--- src/rtl/elevator_pkg.sv ---
// Shared types and constants for the SCAN elevator car controller.
package elevator_pkg;

  typedef enum logic [1:0] {
    IDLE      = 2'd0,
    MOVE      = 2'd1,
    DOOR_OPEN = 2'd2,
    STOP      = 2'd3
  } state_t;

  localparam logic DIR_UP   = 1'b1;
  localparam logic DIR_DOWN = 1'b0;

  localparam int FLOOR_W_DEFAULT = 4;
  typedef logic [FLOOR_W_DEFAULT-1:0] floor_t;

endpackage

--- src/rtl/elevator_scan_control_if.sv ---
// Request, floor-counter and status signals between the car controller and its surroundings.
interface elevator_scan_control_if #(
  parameter int NUM_FLOORS = 16,
  parameter int FLOOR_W    = 4
);
  logic [FLOOR_W-1:0]    current_floor;
  logic [NUM_FLOORS-1:0] car_buttons;
  logic [NUM_FLOORS-1:0] hall_up;
  logic [NUM_FLOORS-1:0] hall_down;
  logic                  door_hold;
  logic                  estop;
  logic                  count_enable;
  logic                  up_down;
  logic                  door_open;
  logic [NUM_FLOORS-1:0] pending;
  logic                  busy;

  modport master (
    output current_floor, car_buttons, hall_up, hall_down, door_hold, estop,
    input  count_enable, up_down, door_open, pending, busy
  );

  modport slave (
    input  current_floor, car_buttons, hall_up, hall_down, door_hold, estop,
    output count_enable, up_down, door_open, pending, busy
  );
endinterface

--- src/rtl/elevator_request_bank.sv ---
// Car-call and hall-call request banks with service clearing and SCAN lookahead.
module elevator_request_bank #(
  parameter int NUM_FLOORS = 16,
  parameter int FLOOR_W    = 4
) (
  input  logic                  clk,
  input  logic                  reset,
  input  logic [FLOOR_W-1:0]    current_floor,
  input  logic                  dir_up,
  input  logic                  serving,
  input  logic [NUM_FLOORS-1:0] car_buttons,
  input  logic [NUM_FLOORS-1:0] hall_up,
  input  logic [NUM_FLOORS-1:0] hall_down,
  output logic [NUM_FLOORS-1:0] pending,
  output logic                  reqs_above,
  output logic                  reqs_below,
  output logic                  stop_here,
  output logic                  reopen
);
  localparam logic [NUM_FLOORS-1:0] ONE     = NUM_FLOORS'(1);
  localparam logic [NUM_FLOORS-1:0] HU_MASK = ~(ONE << (NUM_FLOORS - 1));
  localparam logic [NUM_FLOORS-1:0] HD_MASK = ~ONE;

  logic [NUM_FLOORS-1:0] car_q, up_q, dn_q;
  logic [NUM_FLOORS-1:0] hu_in, hd_in, floor_bit, above_mask, below_mask;
  logic [NUM_FLOORS-1:0] clr_car, clr_up, clr_dn;
  logic                  ahead, sv_up, sv_dn;

  // Top-floor up calls and ground-floor down calls cannot exist.
  assign hu_in = hall_up & HU_MASK;
  assign hd_in = hall_down & HD_MASK;

  assign floor_bit  = ONE << current_floor;
  assign above_mask = ~((floor_bit << 1) - ONE);
  assign below_mask = floor_bit - ONE;

  assign pending    = car_q | up_q | dn_q;
  assign reqs_above = |(pending & above_mask);
  assign reqs_below = |(pending & below_mask);
  assign ahead      = dir_up ? reqs_above : reqs_below;

  // A hall call is served when it matches travel, or when nothing lies ahead.
  assign sv_up = dir_up | ~ahead;
  assign sv_dn = ~dir_up | ~ahead;

  assign stop_here = |(floor_bit & (car_q | (up_q & {NUM_FLOORS{sv_up}})
                                          | (dn_q & {NUM_FLOORS{sv_dn}})));

  assign clr_car = serving ? floor_bit : '0;
  assign clr_up  = (serving && sv_up) ? floor_bit : '0;
  assign clr_dn  = (serving && sv_dn) ? floor_bit : '0;

  assign reopen = serving && |(floor_bit & (car_buttons | (hu_in & {NUM_FLOORS{sv_up}})
                                                        | (hd_in & {NUM_FLOORS{sv_dn}})));

  always_ff @(posedge clk) begin
    if (reset) begin
      car_q <= '0;
      up_q  <= '0;
      dn_q  <= '0;
    end else begin
      car_q <= (car_q | car_buttons) & ~clr_car;
      up_q  <= (up_q | hu_in) & ~clr_up;
      dn_q  <= (dn_q | hd_in) & ~clr_dn;
    end
  end

endmodule

--- src/rtl/elevator_scan_control.sv ---
// Directional-collective (SCAN) car controller: FSM, move/door timers, floor-counter stepping.
module elevator_scan_control #(
  parameter int NUM_FLOORS  = 16,
  parameter int FLOOR_W     = 4,
  parameter int DOOR_CYCLES = 10,
  parameter int MOVE_CYCLES = 1
) (
  input logic                    clk,
  input logic                    reset,
  elevator_scan_control_if.slave bus
);
  import elevator_pkg::*;

  localparam int                 MW          = (MOVE_CYCLES > 1) ? $clog2(MOVE_CYCLES) : 1;
  localparam int                 DW          = $clog2(DOOR_CYCLES + 1);
  localparam logic [MW-1:0]      MOVE_LAST   = MW'(MOVE_CYCLES - 1);
  localparam logic [DW-1:0]      DOOR_LOAD   = DW'(DOOR_CYCLES);
  localparam logic [DW-1:0]      DOOR_LAST   = DW'(1);
  localparam logic [FLOOR_W:0]   FLOOR_LIMIT = NUM_FLOORS[FLOOR_W:0];
  localparam logic [FLOOR_W-1:0] TOP_FLOOR   = FLOOR_W'(NUM_FLOORS - 1);

  state_t                state, state_nxt;
  logic                  dir, dir_nxt, dir_eff;
  logic [MW-1:0]         move_cnt, move_cnt_nxt;
  logic [DW-1:0]         door_cnt, door_cnt_nxt;
  logic                  floor_valid, move_last, at_limit, ahead, behind;
  logic                  reqs_above, reqs_below, stop_here, reopen;
  logic [NUM_FLOORS-1:0] pending;

  elevator_request_bank #(.NUM_FLOORS(NUM_FLOORS), .FLOOR_W(FLOOR_W)) u_bank (
    .clk          (clk),
    .reset        (reset),
    .current_floor(bus.current_floor),
    .dir_up       (dir_eff),
    .serving      (state == DOOR_OPEN),
    .car_buttons  (bus.car_buttons),
    .hall_up      (bus.hall_up),
    .hall_down    (bus.hall_down),
    .pending      (pending),
    .reqs_above   (reqs_above),
    .reqs_below   (reqs_below),
    .stop_here    (stop_here),
    .reopen       (reopen)
  );

  // The end floors leave only one legal direction.
  always_comb begin
    if (bus.current_floor == '0)            dir_eff = DIR_UP;
    else if (bus.current_floor == TOP_FLOOR) dir_eff = DIR_DOWN;
    else                                     dir_eff = dir;
  end

  assign floor_valid = {1'b0, bus.current_floor} < FLOOR_LIMIT;
  assign ahead       = dir_eff ? reqs_above : reqs_below;
  assign behind      = dir_eff ? reqs_below : reqs_above;
  assign move_last   = (move_cnt == MOVE_LAST);
  assign at_limit    = dir ? (bus.current_floor == TOP_FLOOR) : (bus.current_floor == '0);

  assign bus.count_enable = (state == MOVE) && move_last && !bus.estop && !reset && !at_limit;
  assign bus.up_down      = dir;
  assign bus.door_open    = (state == DOOR_OPEN);
  assign bus.pending      = pending;
  assign bus.busy         = (state != IDLE) || (|pending);

  always_comb begin
    state_nxt    = state;
    dir_nxt      = dir;
    move_cnt_nxt = '0;
    door_cnt_nxt = door_cnt;
    case (state)
      IDLE: begin
        if (floor_valid) begin
          dir_nxt = dir_eff;
          if (stop_here) begin
            state_nxt    = DOOR_OPEN;
            door_cnt_nxt = DOOR_LOAD;
          end else if (ahead) begin
            state_nxt = MOVE;
          end else if (behind) begin
            state_nxt = MOVE;
            dir_nxt   = ~dir_eff;
          end
        end
      end
      MOVE: begin
        if (move_last) state_nxt = IDLE;
        else           move_cnt_nxt = move_cnt + MW'(1);
      end
      DOOR_OPEN: begin
        if (bus.door_hold || reopen) begin
          door_cnt_nxt = DOOR_LOAD;
        end else if (door_cnt == DOOR_LAST) begin
          state_nxt    = IDLE;
          door_cnt_nxt = '0;
        end else begin
          door_cnt_nxt = door_cnt - DW'(1);
        end
      end
      STOP:    state_nxt = IDLE;
      default: state_nxt = IDLE;
    endcase
    // Emergency stop overrides everything and drops any partial step.
    if (bus.estop) begin
      state_nxt    = STOP;
      dir_nxt      = dir;
      move_cnt_nxt = '0;
      door_cnt_nxt = '0;
    end
  end

  always_ff @(posedge clk) begin
    if (reset) begin
      state    <= IDLE;
      dir      <= DIR_UP;
      move_cnt <= '0;
      door_cnt <= '0;
    end else begin
      state    <= state_nxt;
      dir      <= dir_nxt;
      move_cnt <= move_cnt_nxt;
      door_cnt <= door_cnt_nxt;
    end
  end

endmodule

--- src/flat_wrapper.sv ---
// flat-port wrapper written by rule: the top's interface ports become plain ports
module elevator_scan_control_flat import elevator_pkg::*;
#(
  parameter int NUM_FLOORS  = 16,
  parameter int FLOOR_W     = 4,
  parameter int DOOR_CYCLES = 10,
  parameter int MOVE_CYCLES = 1
)
  (clk, reset, bus_current_floor, bus_car_buttons, bus_hall_up, bus_hall_down, bus_door_hold, bus_estop, bus_count_enable, bus_up_down, bus_door_open, bus_pending, bus_busy);
  elevator_scan_control_if #(.NUM_FLOORS(NUM_FLOORS), .FLOOR_W(FLOOR_W)) bus_i ();
  input logic clk;
  input logic reset;
  input wire logic [$bits(bus_i.current_floor)-1:0] bus_current_floor;
  input wire logic [$bits(bus_i.car_buttons)-1:0] bus_car_buttons;
  input wire logic [$bits(bus_i.hall_up)-1:0] bus_hall_up;
  input wire logic [$bits(bus_i.hall_down)-1:0] bus_hall_down;
  input wire logic [$bits(bus_i.door_hold)-1:0] bus_door_hold;
  input wire logic [$bits(bus_i.estop)-1:0] bus_estop;
  output wire logic [$bits(bus_i.count_enable)-1:0] bus_count_enable;
  output wire logic [$bits(bus_i.up_down)-1:0] bus_up_down;
  output wire logic [$bits(bus_i.door_open)-1:0] bus_door_open;
  output wire logic [$bits(bus_i.pending)-1:0] bus_pending;
  output wire logic [$bits(bus_i.busy)-1:0] bus_busy;
  assign bus_i.current_floor = bus_current_floor;
  assign bus_i.car_buttons = bus_car_buttons;
  assign bus_i.hall_up = bus_hall_up;
  assign bus_i.hall_down = bus_hall_down;
  assign bus_i.door_hold = bus_door_hold;
  assign bus_i.estop = bus_estop;
  assign bus_count_enable = bus_i.count_enable;
  assign bus_up_down = bus_i.up_down;
  assign bus_door_open = bus_i.door_open;
  assign bus_pending = bus_i.pending;
  assign bus_busy = bus_i.busy;
  elevator_scan_control #(.NUM_FLOORS(NUM_FLOORS), .FLOOR_W(FLOOR_W), .DOOR_CYCLES(DOOR_CYCLES), .MOVE_CYCLES(MOVE_CYCLES)) u_core (.clk(clk), .reset(reset), .bus(bus_i));
endmodule
--- config.mk ---
export PLATFORM = sky130hd
export DESIGN_NAME = elevator_scan_control_flat
export DESIGN_NICKNAME = d
export VERILOG_FILES = /design/src/rtl/elevator_pkg.sv /design/src/rtl/elevator_scan_control_if.sv /design/src/rtl/elevator_request_bank.sv /design/src/rtl/elevator_scan_control.sv /design/src/flat_wrapper.sv
export SDC_FILE = /design/constraint.sdc
export NUM_CORES = 1
export LEC_CHECK = 0
export CORE_MARGIN = 8
export CORE_UTILIZATION = 25
export CTS_CLUSTER_DIAMETER = 50
export DETAILED_ROUTE_END_ITERATION = 7
export GPL_TIMING_DRIVEN = 1
export SYNTH_ARGS = -nofsm -noshare
export SYNTH_HDL_FRONTEND = slang
export SYNTH_SLANG_ARGS = --single-unit
export TNS_END_PERCENT = 30
--- constraint.sdc ---
create_clock -name clk -period 5.25 [get_ports clk]
set_input_delay 1.05 -clock clk [delete_from_list [all_inputs] [get_ports clk]]
set_output_delay 1.05 -clock clk [all_outputs]
set_load 0.02 [all_outputs]
# After elaboration in Yosys (flattened, before gate mapping)

Cells that the tools add are included.

Input bits: 56
Register bits after elaboration: 56

Add/sub/neg operators: 4
Reductions and logical operators: 26
Eq/ne operators: 10
Muxes and demuxes: 23
Bitwise logic cells: 31
Shifts and indexed selects: 1

Operator list:

| kind                    | count |
|---|---|
| $and A16 B16 Y16        | 10 |
| $or A16 B16 Y16         | 8 |
| $reduce_or A16 Y1       | 5 |
| $not A16 Y16            | 4 |
| $mux W16                | 3 |
| $sub A16 B1 Y16 const B | 2 |
| $and A15 B16 Y16        | 1 |
| $or A16 B15 Y16         | 1 |
| $shl A1 B4 Y16 const A  | 1 |
| $mux W2                 | 7 |
| $mux W4                 | 3 |
| $mux W1                 | 8 |
| $pmux W2 S4             | 1 |
| $pmux W4 S2             | 1 |
| $logic_and A1 B1 Y1     | 7 |
| $ne A3 B3 Y1 const B    | 2 |
| $ne A5 B3 Y1 const B    | 1 |
| $not A1 Y1              | 5 |
| $eq A2 B2 Y1 const B    | 2 |
| $eq A4 B1 Y1 const B    | 1 |
| $eq A4 B4 Y1 const B    | 1 |
| $logic_not A4 Y1        | 1 |
| $reduce_and A2 Y1       | 2 |
| $reduce_and A4 Y1       | 1 |
| other kinds (12)        | 17 |

# Logic depth before layout (Yosys ltp)

Gate-level depths: netlist of run 1.

Depth after elaboration: 18
Depth in mapped cells: 14
Mapped depth without buffers: 11

# Hierarchy

From an unflattened synthesis of run 1, not the netlist that was laid out.

Cells, all modules: 450
Area, all modules: 3434.5 um2

Modules (own cells, without submodules):

| module                | area an instance (um2) | times used | cells an instance |
|---|---|---|---|
| elevator_request_bank | 2927.8                 | 1          | 383 |
| elevator_scan_control | 506.7                  | 1          | 67 |

# Worst setup path after synthesis of run 1

No wires, ideal clock.

Path kind: in2reg
Start: in bus_current_floor[0]
End: reg u_core.door_cnt[0]
Path slack: 1088 ps
Arrival: 4087 ps
Buffers on the path: 3
Stages on the path: 14
Required time: 5176 ps
Cells stage by stage: buf_2 buf_2 nor2b_1 nand2_1 ha_1 clkbuf_1 or3_1 a21oi_1 o21ai_0 nand4_1 o21ai_2 a221o_1 or4_1 a31oi_1

Word-level cells in the longest chain between the ends: 17
Elaborated cells between the ends (all ways): 35
Those cells by class: 2 x add/sub; 2 x eq/ne; 1 x shift; 5 x mux; 17 x bitwise; 8 x reduce/logical

RTL lines:

| what                   | RTL line                                                 | text |
|---|---|---|
| start: declaration     | flat_wrapper.sv:13                                       | `input wire logic [$bits(bus_i.current_floor)-1:0] bus_current_floor;` |
| $shl A1 B4 Y16         | elevator_request_bank.sv:33                              | `assign floor_bit = ONE << current_floor;` |
| $sub A16 B1 Y16        | elevator_request_bank.sv:34                              | `assign above_mask = ~((floor_bit << 1) - ONE);` |
| $not A16 Y16           | elevator_request_bank.sv:34                              |  |
| $and A16 B16 Y16       | elevator_request_bank.sv:38                              | `assign reqs_above = \|(pending & above_mask);` |
| $reduce_or A16 Y1      | elevator_request_bank.sv:38                              |  |
| $mux W1                | elevator_request_bank.sv:40                              | `assign ahead = dir_up ? reqs_above : reqs_below;` |
| $not A1 Y1             | elevator_request_bank.sv:43, elevator_request_bank.sv:44 |  |
| $or A1 B1 Y1           | elevator_request_bank.sv:43                              | `assign sv_up = dir_up \| ~ahead;` |
| $and A15 B16 Y16       | elevator_request_bank.sv:53                              | `assign reopen = serving && \|(floor_bit & (car_buttons \| (hu_in & {NUM_FLOORS{sv_up}})` |
| $or A16 B16 Y16        | elevator_request_bank.sv:53                              |  |
| $or A16 B16 Y16        | elevator_request_bank.sv:54                              | `\| (hd_in & {NUM_FLOORS{sv_dn}})));` |
| $and A16 B16 Y16       | elevator_request_bank.sv:53                              |  |
| $reduce_or A16 Y1      | elevator_request_bank.sv:53                              |  |
| $logic_and A1 B1 Y1    | elevator_request_bank.sv:53                              |  |
| $logic_or A1 B1 Y1     | elevator_scan_control.sv:90                              | `if (bus.door_hold \|\| reopen) begin` |
| $mux W4                | elevator_scan_control.sv:90                              |  |
| $pmux W4 S2            | elevator_scan_control.sv:70                              | `case (state)` |
| end signal: assignment | elevator_scan_control.sv:121                             | `door_cnt <= door_cnt_nxt;` |
| end: declaration       | elevator_scan_control.sv:25                              | `logic [DW-1:0] door_cnt, door_cnt_nxt;` |

Several ways; a longest one is shown, not always the timed one.
A chain may end at the register's enable or synchronous reset.

# Worst setup path in the final report of run 1

Start: in bus_current_floor[1]
End: reg u_core.door_cnt[3]

Same word-level chain as after synthesis.

==> results of run 1 <==
-- per-stage QoR --
step	utilization, %	power [mW]
floorplan	-	0.677
global placement	31.0	0.828
detailed placement	31.0	0.831
CTS	32.0	1.17
global route	32.0	1.22
finish	32.0	1.17
-- worst min-delay path, delay by kind of cell (launching register included) --
| kind | cells | cell delay [ps] |
|---|---|---|
| flops | 1 | 330 |
| buf+inv | 1 | 60 |
| compound gates | 1 | 30 |
-- metal layers --
layer / track usage, % / wire length (um) / vias to the layer above
met5: 0 / 0 / -
met2: 23.7 / 6820 / 202
met3: 5.03 / 1470 / 30
met1: 21.3 / 7200 / 2081
met4: 6.82 / 474 / 0
li1: - / - / 1960
-- sequential cells by signal, summed over array words and instances (netlist names) --
name / cells
u_core.u_bank.car_q: 16
u_core.state: 2
u_core.bus.up_down: 1
u_core.door_cnt: 4
u_core.move_cnt: 1
u_core.u_bank.dn_q: 16
u_core.u_bank.up_q: 16
-- power groups by stage --
stage	logic, mW	registers (mW)	clock network [mW]
final	0.342	0.486	0.345
after global routing	0.367	0.489	0.366
after CTS	0.338	0.484	0.350
after detailed placement	0.337	0.494	0
after global placement	0.335	0.493	0
after floorplan	0.194	0.483	0
-- area by class of cell --
type                    instances  area (um2)  share of cell area, %
multi-input cells             381        2390                   50.0
well taps                     188         235                   4.92
flip-flops and latches         56        1120                   23.4
inverters                      22        82.6                   1.73
repair buffers                 84         806                   16.8
clock buffers                   8         146                   3.06
-- synth_stat cells (8+ instances only) --
cell / count / area share, %
buf_2: 14 / 1.9
nor2b_1: 10 / 1.7
clkbuf_1: 12 / 1.2
nand2_1: 25 / 2.5
dfxtp_1: 56 / 30
a21oi_1: 14 / 1.9
a22oi_1: 8 / 1.6
a211oi_1: 31 / 6.2
mux2i_1: 10 / 2.7
or3_1: 12 / 2.0
nand3_1: 15 / 2.0
o21ai_0: 11 / 1.5
nor3_1: 37 / 4.9
inv_1: 22 / 2.2
nor2_1: 71 / 7.1
-- final timing paths --
check | to | slack (ps) | cells after the start
min reg2reg | u_core.u_bank.dn_q[0]$_SDFF_PP0_ | 460 | 2
min | u_core.u_bank.dn_q[0]$_SDFF_PP0_ | 460 | 2
max | u_core.door_cnt[3]$_SDFFE_PP0P_ | 810 | 13
max reg2reg | u_core.door_cnt[1]$_SDFFE_PP0P_ | 2400 | 9
-- kinds of logic (layout without fill, tap and decap cells) --
| family | Yosys count | count (layout) | synth area share, % |
|---|---|---|---|
| xor gates and xnor gates | 1 | 1 | 0.232 |
| adders and majority gates | 3 | 3 | 0.995 |
| DFF | 56 | 56 | 29.7 |
| AOI/OAI and AO/OA | 134 | 134 | 26.2 |
| buffers and inverters | 55 | 114 | 6.83 |
| other | 1 | 1 | 0.0994 |
| and+or+nand+nor | 229 | 229 | 32.1 |
| muxes | 13 | 13 | 3.85 |
==> results_dict.tcl, run 1 <==
set metrics [dict create \
    syn_to_final_growth_pct 26.8 \
    slew_viol_final 0 \
    leakage_nw 1.76 \
    synth_warnings 0 \
    outcome "finished, final reports clean" \
    clock-skew-final_ps 7.40 \
    ctsHoldBuffers 0 \
    detailed_place_hpwl_um 12600 \
    nets 609 \
    cts-resized-gates 0 \
    hold_viol 0 \
    worstSetupStartpoint "bus_current_floor[1]" \
    vias 4273 \
    finalHoldWorstSlack_ps 465 \
    synth_enable_flop_cells 0 \
    buffer_depth_of_the_longest_clock_path 2 \
    power.switching_fraction_pct 32.9 \
    grt.total_usage_pct 16.1 \
    floorplan.die.width_um 139 \
    dieArea_um2 19300 \
    sum_neg_setup_slack_ps 0 \
    synth_nets 551 \
    cts-buffers-inserted 5 \
    max_slew_margin_pct 33.0 \
    totalWireLength_um 16000 \
    antenna_diode_count 0 \
    clock_sink_count 56 \
    synth_cells 492 \
    cts_tree "yes" \
    path_clk_slew_ps 70 \
    root_buffer "clkbuf_16" \
    path_max_fanout 12 \
    fill_cells 1594 \
    drtPass1Iterations 5 \
    crit_type "input pin to flop" \
    fmax_mhz 225 \
    cp_num_buf_inv 2 \
    final_cell_area_um2 4790 \
    rsz0062_at_grt "no" \
    setup-violations-final 0 \
    ant_nets 0 \
    floorplan.initialDensity_pct 25.2 \
    floorplan.die.height_um 139 \
    worstPathArrival_ps 4590 \
    p_comb_share_pct 29.2 \
    drt_drc_violations_left 0 \
    power.share.clock_pct 29.4 \
    floorplan.rows 45 \
    commonest_non_fill_non_tap_cell_in_the_layout "nor2_1" \
    final_layout_size_suffix_gt1_share_pct 6.17 \
    yosysUniqueCellTypes 72 \
    reg2reg_start "u_core.u_bank.up_q[13]$_SDFF_PP0_" \
    port-buffer-count 73 \
    sequence_of_cells_on_the_critical_path "clkdlybuf4s50_1 > buf_4 > nor2_1 > nand2_1 > ha_1 > or3_1 > a21oi_1 > o21ai_0 > nand4_1 > o21ai_2 > a221o_1 > o311ai_0 > o21ai_0" \
    grt.overflow.total 0 \
    timing.max_cap.violations 0 \
    gp_congestion 0.948 \
    cts_setup_buffers 0 \
    commonest_cells_after_routing_fill_and_taps_aside "nor2_1 (71), clkdlybuf4s50_1 (69), dfxtp_1 (56)" \
    mean_number_of_vias_per_cell 5.78 \
    final-instance-count-excl-fill 739 \
    synth_area_per_cell_um2 7.67 \
    i_o_pin_count 76 \
    critPathLaunchType "input pin" \
    finalCriticalPeriod_ps 4440 \
    ctsHtreeMaxLevel 2 \
    end_kind "flop" \
    final_min_period_over_clock_period_pct 84.5 \
    core_um2 15000 \
    global_route_wire_length_before_repair_um 24600 \
    power.density_nw_per_um2 245 \
    place_inst 731 \
    p_int_uw 788 \
    synth.ff_latch_count 56 \
    synthArstFlopShare_pct 0 \
    slew_worst_pin_ps 1000 \
    cp_slowest_stage_delay_ps 510 \
    worst_skew_pair.late_latency_ps 300 \
    worstPathRequired_ps 5400 \
    most_numerous_cell_on_the_critical_path "o21ai_0" \
    wire_per_inst_um 21.6 \
    setup_slack_ps 811 \
    peakVddDrop_mv 0.148 \
    dpl_cell_area_um2 4640 \
    first_global_vias 4212 \
    worstHoldPathType "flop to flop" \
    postSynth.topFlopCell "dfxtp_1" \
    place_ws_ps 638 \
    synthesis.area_um2 3770 \
    ys_seq_area_share_pct 29.7 \
    grt_antenna_before_repair 0 \
    pin_count_of_the_biggest_net_entering_global_routing 52 \
    power.switching_uw 386 \
    critPathTopFamily "compound AO/OA/AOI/OAI gates" \
    worst_hold_startpoint "u_core.u_bank.dn_q[0]$_SDFF_PP0_" \
    crit_path_top_delay_cell "clkdlybuf4s50_1" \
    dr.first_iter.drc_count 487 \
    p_seq_share_pct 41.4 \
]
(Power assumes the default switching activity.)
==> run 2, diff against run 1 <==
==> constraint.sdc (replaced) <==
create_clock -name clk -period 4.1 [get_ports clk]
set_input_delay 0.82 -clock clk [delete_from_list [all_inputs] [get_ports clk]]
set_output_delay 0.82 -clock clk [all_outputs]
set_load 0.02 [all_outputs]
==> run 2 against run 1 <==
Net effect:
- clock power is 43% higher
- global-route usage is 0.17 points higher
- critical path type unchanged
- sequential power is 28% higher
- cell count is 2.7% higher
- largest power group unchanged
==> results_dict.tcl, run 2 (synthesis results as in run 1) <==
set metrics [dict create \
    floorplan.rows 45 \
    detailed_place_hpwl_um 12900 \
    ctsHtreeMaxLevel 2 \
    finalCriticalPeriod_ps 3770 \
    drt_drc_violations_left 0 \
    antenna_diode_count 0 \
    cp_slowest_stage_delay_ps 530 \
    ctsHoldBuffers 0 \
    power.density_nw_per_um2 316 \
    cts-resized-gates 0 \
    floorplan.die.width_um 139 \
    cts_tree "yes" \
    crit_path_top_delay_cell "clkdlybuf4s50_1" \
    slew_viol_final 0 \
    sum_neg_setup_slack_ps 0 \
    root_buffer "clkbuf_16" \
    hold_viol 0 \
    wire_per_inst_um 21.0 \
    end_kind "flop" \
    crit_type "input pin to flop" \
    place_ws_ps 68.1 \
    clock_sink_count 56 \
    largestRegisters "u_core.u_bank.car_q: 16 flops, u_core.u_bank.dn_q: 16 flops, u_core.u_bank.up_q: 16 flops" \
    path_clk_slew_ps 70 \
    syn_to_final_growth_pct 31.8 \
    gp_congestion 0.995 \
    worstHoldPathType "flop to flop" \
    grt.overflow.total 0 \
    setup_slack_ps 332 \
    drtPass1Iterations 5 \
    worst_skew_pair.late_latency_ps 300 \
    port-buffer-count 73 \
    fmax_mhz 265 \
    totalWireLength_um 16000 \
    buffer_depth_of_the_longest_clock_path 2 \
    nets 629 \
    final_layout_size_suffix_gt1_share_pct 9.81 \
    core_um2 15000 \
    grt.total_usage_pct 16.3 \
    i_o_pin_count 76 \
    cp_num_buf_inv 4 \
    dr.first_iter.drc_count 468 \
    vias 4323 \
    leakage_nw 1.88 \
    mean_number_of_vias_per_cell 5.70 \
    grt_antenna_before_repair 1 \
    first_global_vias 4286 \
    critPathTopFamily "compound AO/OA/AOI/OAI gates" \
    final_min_period_over_clock_period_pct 91.9 \
    cts-buffers-inserted 5 \
    outcome "finished, final reports clean" \
    worstPathRequired_ps 4330 \
    rsz0062_at_grt "no" \
    pin_count_of_the_biggest_net_entering_global_routing 51 \
    area_taken_by_multi_input_logic_gates_um2 2390 \
    critPathLaunchType "input pin" \
    dieArea_um2 19300 \
    global_route_wire_length_before_repair_um 24800 \
    max_slew_margin_pct 46.3 \
    cts_setup_buffers 0 \
    path_max_fanout 8 \
    setup-violations-final 0 \
    floorplan.initialDensity_pct 25.2 \
    commonest_non_fill_non_tap_cell_in_the_layout "nor2_1" \
    worstPathArrival_ps 4000 \
    fill_cells 1602 \
    sequence_of_cells_on_the_critical_path "clkdlybuf4s50_1 > buf_4 > nor2_1 > nand2_1 > ha_1 > buf_4 > inv_1 > or2_0 > a21boi_0 > a221o_1 > o21ai_2 > a221o_1 > or4_1 > a31oi_1" \
    commonest_cells_after_routing_fill_and_taps_aside "nor2_1 (71), clkdlybuf4s50_1 (69), dfxtp_1 (56)" \
    floorplan.die.height_um 139 \
    peakVddDrop_mv 0.187 \
    timing.max_cap.violations 0 \
    ant_nets 0 \
    sequential_cell_area_um2 1120 \
    clock-skew-final_ps 12.4 \
    slew_worst_pin_ps 799 \
]
run 2: area by class of cell:
type,count,share of cell area (%)
flip-flops and latches,56,22.5
inverters,22,1.66
clock buffers,5,2.52
multi-input cells,381,48.1
repair buffers,104,19.5
clock inverters,3,0.956
well taps,188,4.73
run 2: routing by layer:
metal	up-vias	global-route usage (%)	share of wire (%)
met2	216	24.7	43
met1	2087	22.6	47
met3	20	2.99	8.1
met5	-	0	0
met4	0	5.49	2.0
li1	2000	-	-
run 2: final timing paths:
| path | cells after the start | slack [ps] | to | start |
|---|---|---|---|---|
| max reg2reg | 10 | 1190 | u_core.door_cnt[1]$_SDFFE_PP0P_ | u_core.u_bank.up_q[12]$_SDFF_PP0_ |
| min | 2 | 470 | u_core.u_bank.dn_q[0]$_SDFF_PP0_ | u_core.u_bank.dn_q[0]$_SDFF_PP0_ |
| min reg2reg | 2 | 470 | u_core.u_bank.dn_q[0]$_SDFF_PP0_ | u_core.u_bank.dn_q[0]$_SDFF_PP0_ |
| max | 14 | 330 | u_core.door_cnt[0]$_SDFFE_PP0P_ | bus_current_floor[1] |
run 2: power breakdown:
group | switching (mW) | total, mW | internal (mW)
clock | 0.204 | 0.495 | 0.291
combinational | 0.260 | 0.456 | 0.195
sequential | 0.0383 | 0.622 | 0.584
total | 0.503 | 1.57 | 1.07
run 2: per-stage QoR:
step	utilization, %	power (mW)	hold WS, ps	std cells	instance area (um2)
2_1_floorplan	-	0.867	420	492	3770
4_1_cts	33.2	1.58	481	759	4970
5_1_grt	33.2	1.64	499	759	4970
3_3_place_gp	32.1	1.08	475	751	4800
3_5_place_dp	32.1	1.08	470	751	4800
6_report	33.2	1.57	474	759	4970
run 2: worst reg2reg max path, delay by kind of cell, from the launching register on:
family | cells | cell delay, ps
AO/OA/AOI/OAI | 6 | 1210
buffers and inverters | 2 | 370
flip-flops | 1 | 330
AND/OR/NAND/NOR | 2 | 890
==> run 3, diff against run 2 <==
--- a/config.mk
+++ b/config.mk
@@ -9,7 +9,7 @@
 export CORE_UTILIZATION = 25
 export CTS_CLUSTER_DIAMETER = 50
 export DETAILED_ROUTE_END_ITERATION = 7
-export GPL_TIMING_DRIVEN = 1
+export RECOVER_POWER = 100
 export SYNTH_ARGS = -nofsm -noshare
 export SYNTH_HDL_FRONTEND = slang
 export SYNTH_SLANG_ARGS = --single-unit
==> run 3 against run 2 <==
Net effect:
- cell count stayed put
- register-to-register slack hardly changed
- die area stayed put
- utilization is 0.20 points lower
- count of clock-buffer cells in the layout stayed put
- setup slack worse by 120 ps
- wire length is 0.36% lower
- design area is 0.60% lower
- via count is 0.28% lower
- critical path type is now input pin to output pin
==> results_dict.tcl, run 3 (synthesis results as in run 1) <==
set metrics [dict create \
    power.share.clock_pct 31.6 \
    core_um2 15000 \
    drtPass1Iterations 5 \
    fill_cells 1604 \
    port-buffer-count 73 \
    p_comb_share_pct 28.5 \
    slew_worst_pin_ps 812 \
    floorplan.initialDensity_pct 25.2 \
    path_max_fanout 11 \
    end_kind "output pin" \
    commonest_cells_after_routing_fill_and_taps_aside "nor2_1 (71), dfxtp_1 (56), clkdlybuf4s50_1 (50)" \
    grt.overflow.total 0 \
    worstPathArrival_ps 3060 \
    clock_sink_count 56 \
    setup-violations-final 0 \
    critPathLaunchType "input pin" \
    dpl_cell_area_um2 4800 \
    grt.total_usage_pct 16.3 \
    power.switching_fraction_pct 32.1 \
    worstHoldPathType "flop to flop" \
    ctsHoldBuffers 0 \
    ant_nets 0 \
    hold_viol 0 \
    grt_antenna_before_repair 1 \
    antenna_diode_count 0 \
    commonest_non_fill_non_tap_cell_in_the_layout "nor2_1" \
    power.density_nw_per_um2 316 \
    p_int_mw 1.06 \
    power.switching_uw 500 \
    global_route_wire_length_before_repair_um 24800 \
    outcome "finished, final reports clean" \
    crit_type "input pin to output pin" \
    root_buffer "clkbuf_16" \
    peakVddDrop_mv 0.187 \
    ctsHtreeMaxLevel 2 \
    floorplan.rows 45 \
    mean_number_of_vias_per_cell 5.68 \
    detailed_place_hpwl_um 12900 \
    floorplan.die.height_um 139 \
    drt_drc_violations_left 0 \
    buffer_depth_of_the_longest_clock_path 2 \
    dieArea_um2 19300 \
    crit_path_top_delay_cell "clkdlybuf4s50_1" \
    totalWireLength_um 15900 \
    pin_count_of_the_biggest_net_entering_global_routing 51 \
    cts-resized-gates 0 \
    worst_skew_pair.late_latency_ps 300 \
    nets 629 \
    cts_tree "yes" \
    gp_congestion 0.995 \
    worstPathRequired_ps 3280 \
    syn_to_final_growth_pct 31.0 \
    slew_viol_final 0 \
    vias 4311 \
    path_clk_slew_ps 70 \
    final_min_period_over_clock_period_pct 94.7 \
    clock-skew-final_ps 12.5 \
    max_slew_margin_pct 45.5 \
    floorplan.die.width_um 139 \
    finalCriticalPeriod_ps 3880 \
    cp_slowest_stage_delay_ps 610 \
    dr.first_iter.drc_count 436 \
    p_seq_share_pct 39.9 \
    wire_per_inst_um 21.0 \
    final_layout_size_suffix_gt1_share_pct 8.76 \
    first_global_vias 4286 \
    sequence_of_cells_on_the_critical_path "dlygate4sd3_1 > buf_4 > buf_4 > nand4_2 > clkbuf_1 > a21oi_1 > nor2_1 > clkdlybuf4s50_1" \
    cts-buffers-inserted 5 \
    final_cell_area_um2 4940 \
    cts_setup_buffers 0 \
    sum_neg_setup_slack_ps 0 \
    timing.max_cap.violations 0 \
    most_numerous_cell_on_the_critical_path "buf_4" \
    i_o_pin_count 76 \
    leakage_nw 1.84 \
    fmax_mhz 258 \
    rsz0062_at_grt "no" \
    largestRegisters "u_core.u_bank.car_q: 16 flops, u_core.u_bank.dn_q: 16 flops, u_core.u_bank.up_q: 16 flops" \
]
==> run 3: routing by layer <==
metal	GRT usage (%)	share of wire, %
met1	22.6	48
met5	0	0
met4	5.49	1.9
met2	24.7	43
met3	2.99	7.4
==> run 3: final cells by class <==
cell class | instances | area [um2] | area share [%]
clock inverter | 3 | 47.5 | 0.962
sequential | 56 | 1120 | 22.7
multi-input combinational | 381 | 2390 | 48.3
clock buffer | 5 | 125 | 2.53
timing repair buffer | 104 | 945 | 19.1
tap | 188 | 235 | 4.76
inverter | 22 | 82.6 | 1.67
==> run 3: worst paths after layout <==
kind | from | cells after the start | to | slack (ps)
max | bus_current_floor[1] | 8 | bus_count_enable | 220
min | u_core.u_bank.dn_q[0]$_SDFF_PP0_ | 2 | u_core.u_bank.dn_q[0]$_SDFF_PP0_ | 480
max reg2reg | u_core.u_bank.up_q[13]$_SDFF_PP0_ | 10 | u_core.door_cnt[1]$_SDFFE_PP0P_ | 1200
min reg2reg | u_core.u_bank.dn_q[0]$_SDFF_PP0_ | 2 | u_core.u_bank.dn_q[0]$_SDFF_PP0_ | 480
==> run 3: per-stage QoR <==
step                hold slack [ps]  power [mW]  std cells  util [%]  setup WS [ps]
finish                          478        1.56        759      33.0            217
global route                    499        1.63        759      33.0           83.3
CTS                             481        1.58        759      33.2            344
detailed placement              470        1.08        751      32.1           68.1
global placement                475        1.08        751      32.1            106
floorplan                       420       0.867        492         -            168
==> run 3: power by group through the flow <==
stage	Combinational, mW	Sequential, mW	Clock (mW)
after detailed placement	0.449	0.634	0
after CTS	0.451	0.622	0.503
after floorplan	0.248	0.618	0
after global routing	0.476	0.628	0.525
after global placement	0.446	0.632	0
final	0.445	0.622	0.494
==> run 3: worst max-delay path: cells and delay by family <==
kind / cells / cell delay (ps)
buf+inv: 5 / 1910
compound gates: 1 / 130
simple gates: 2 / 190
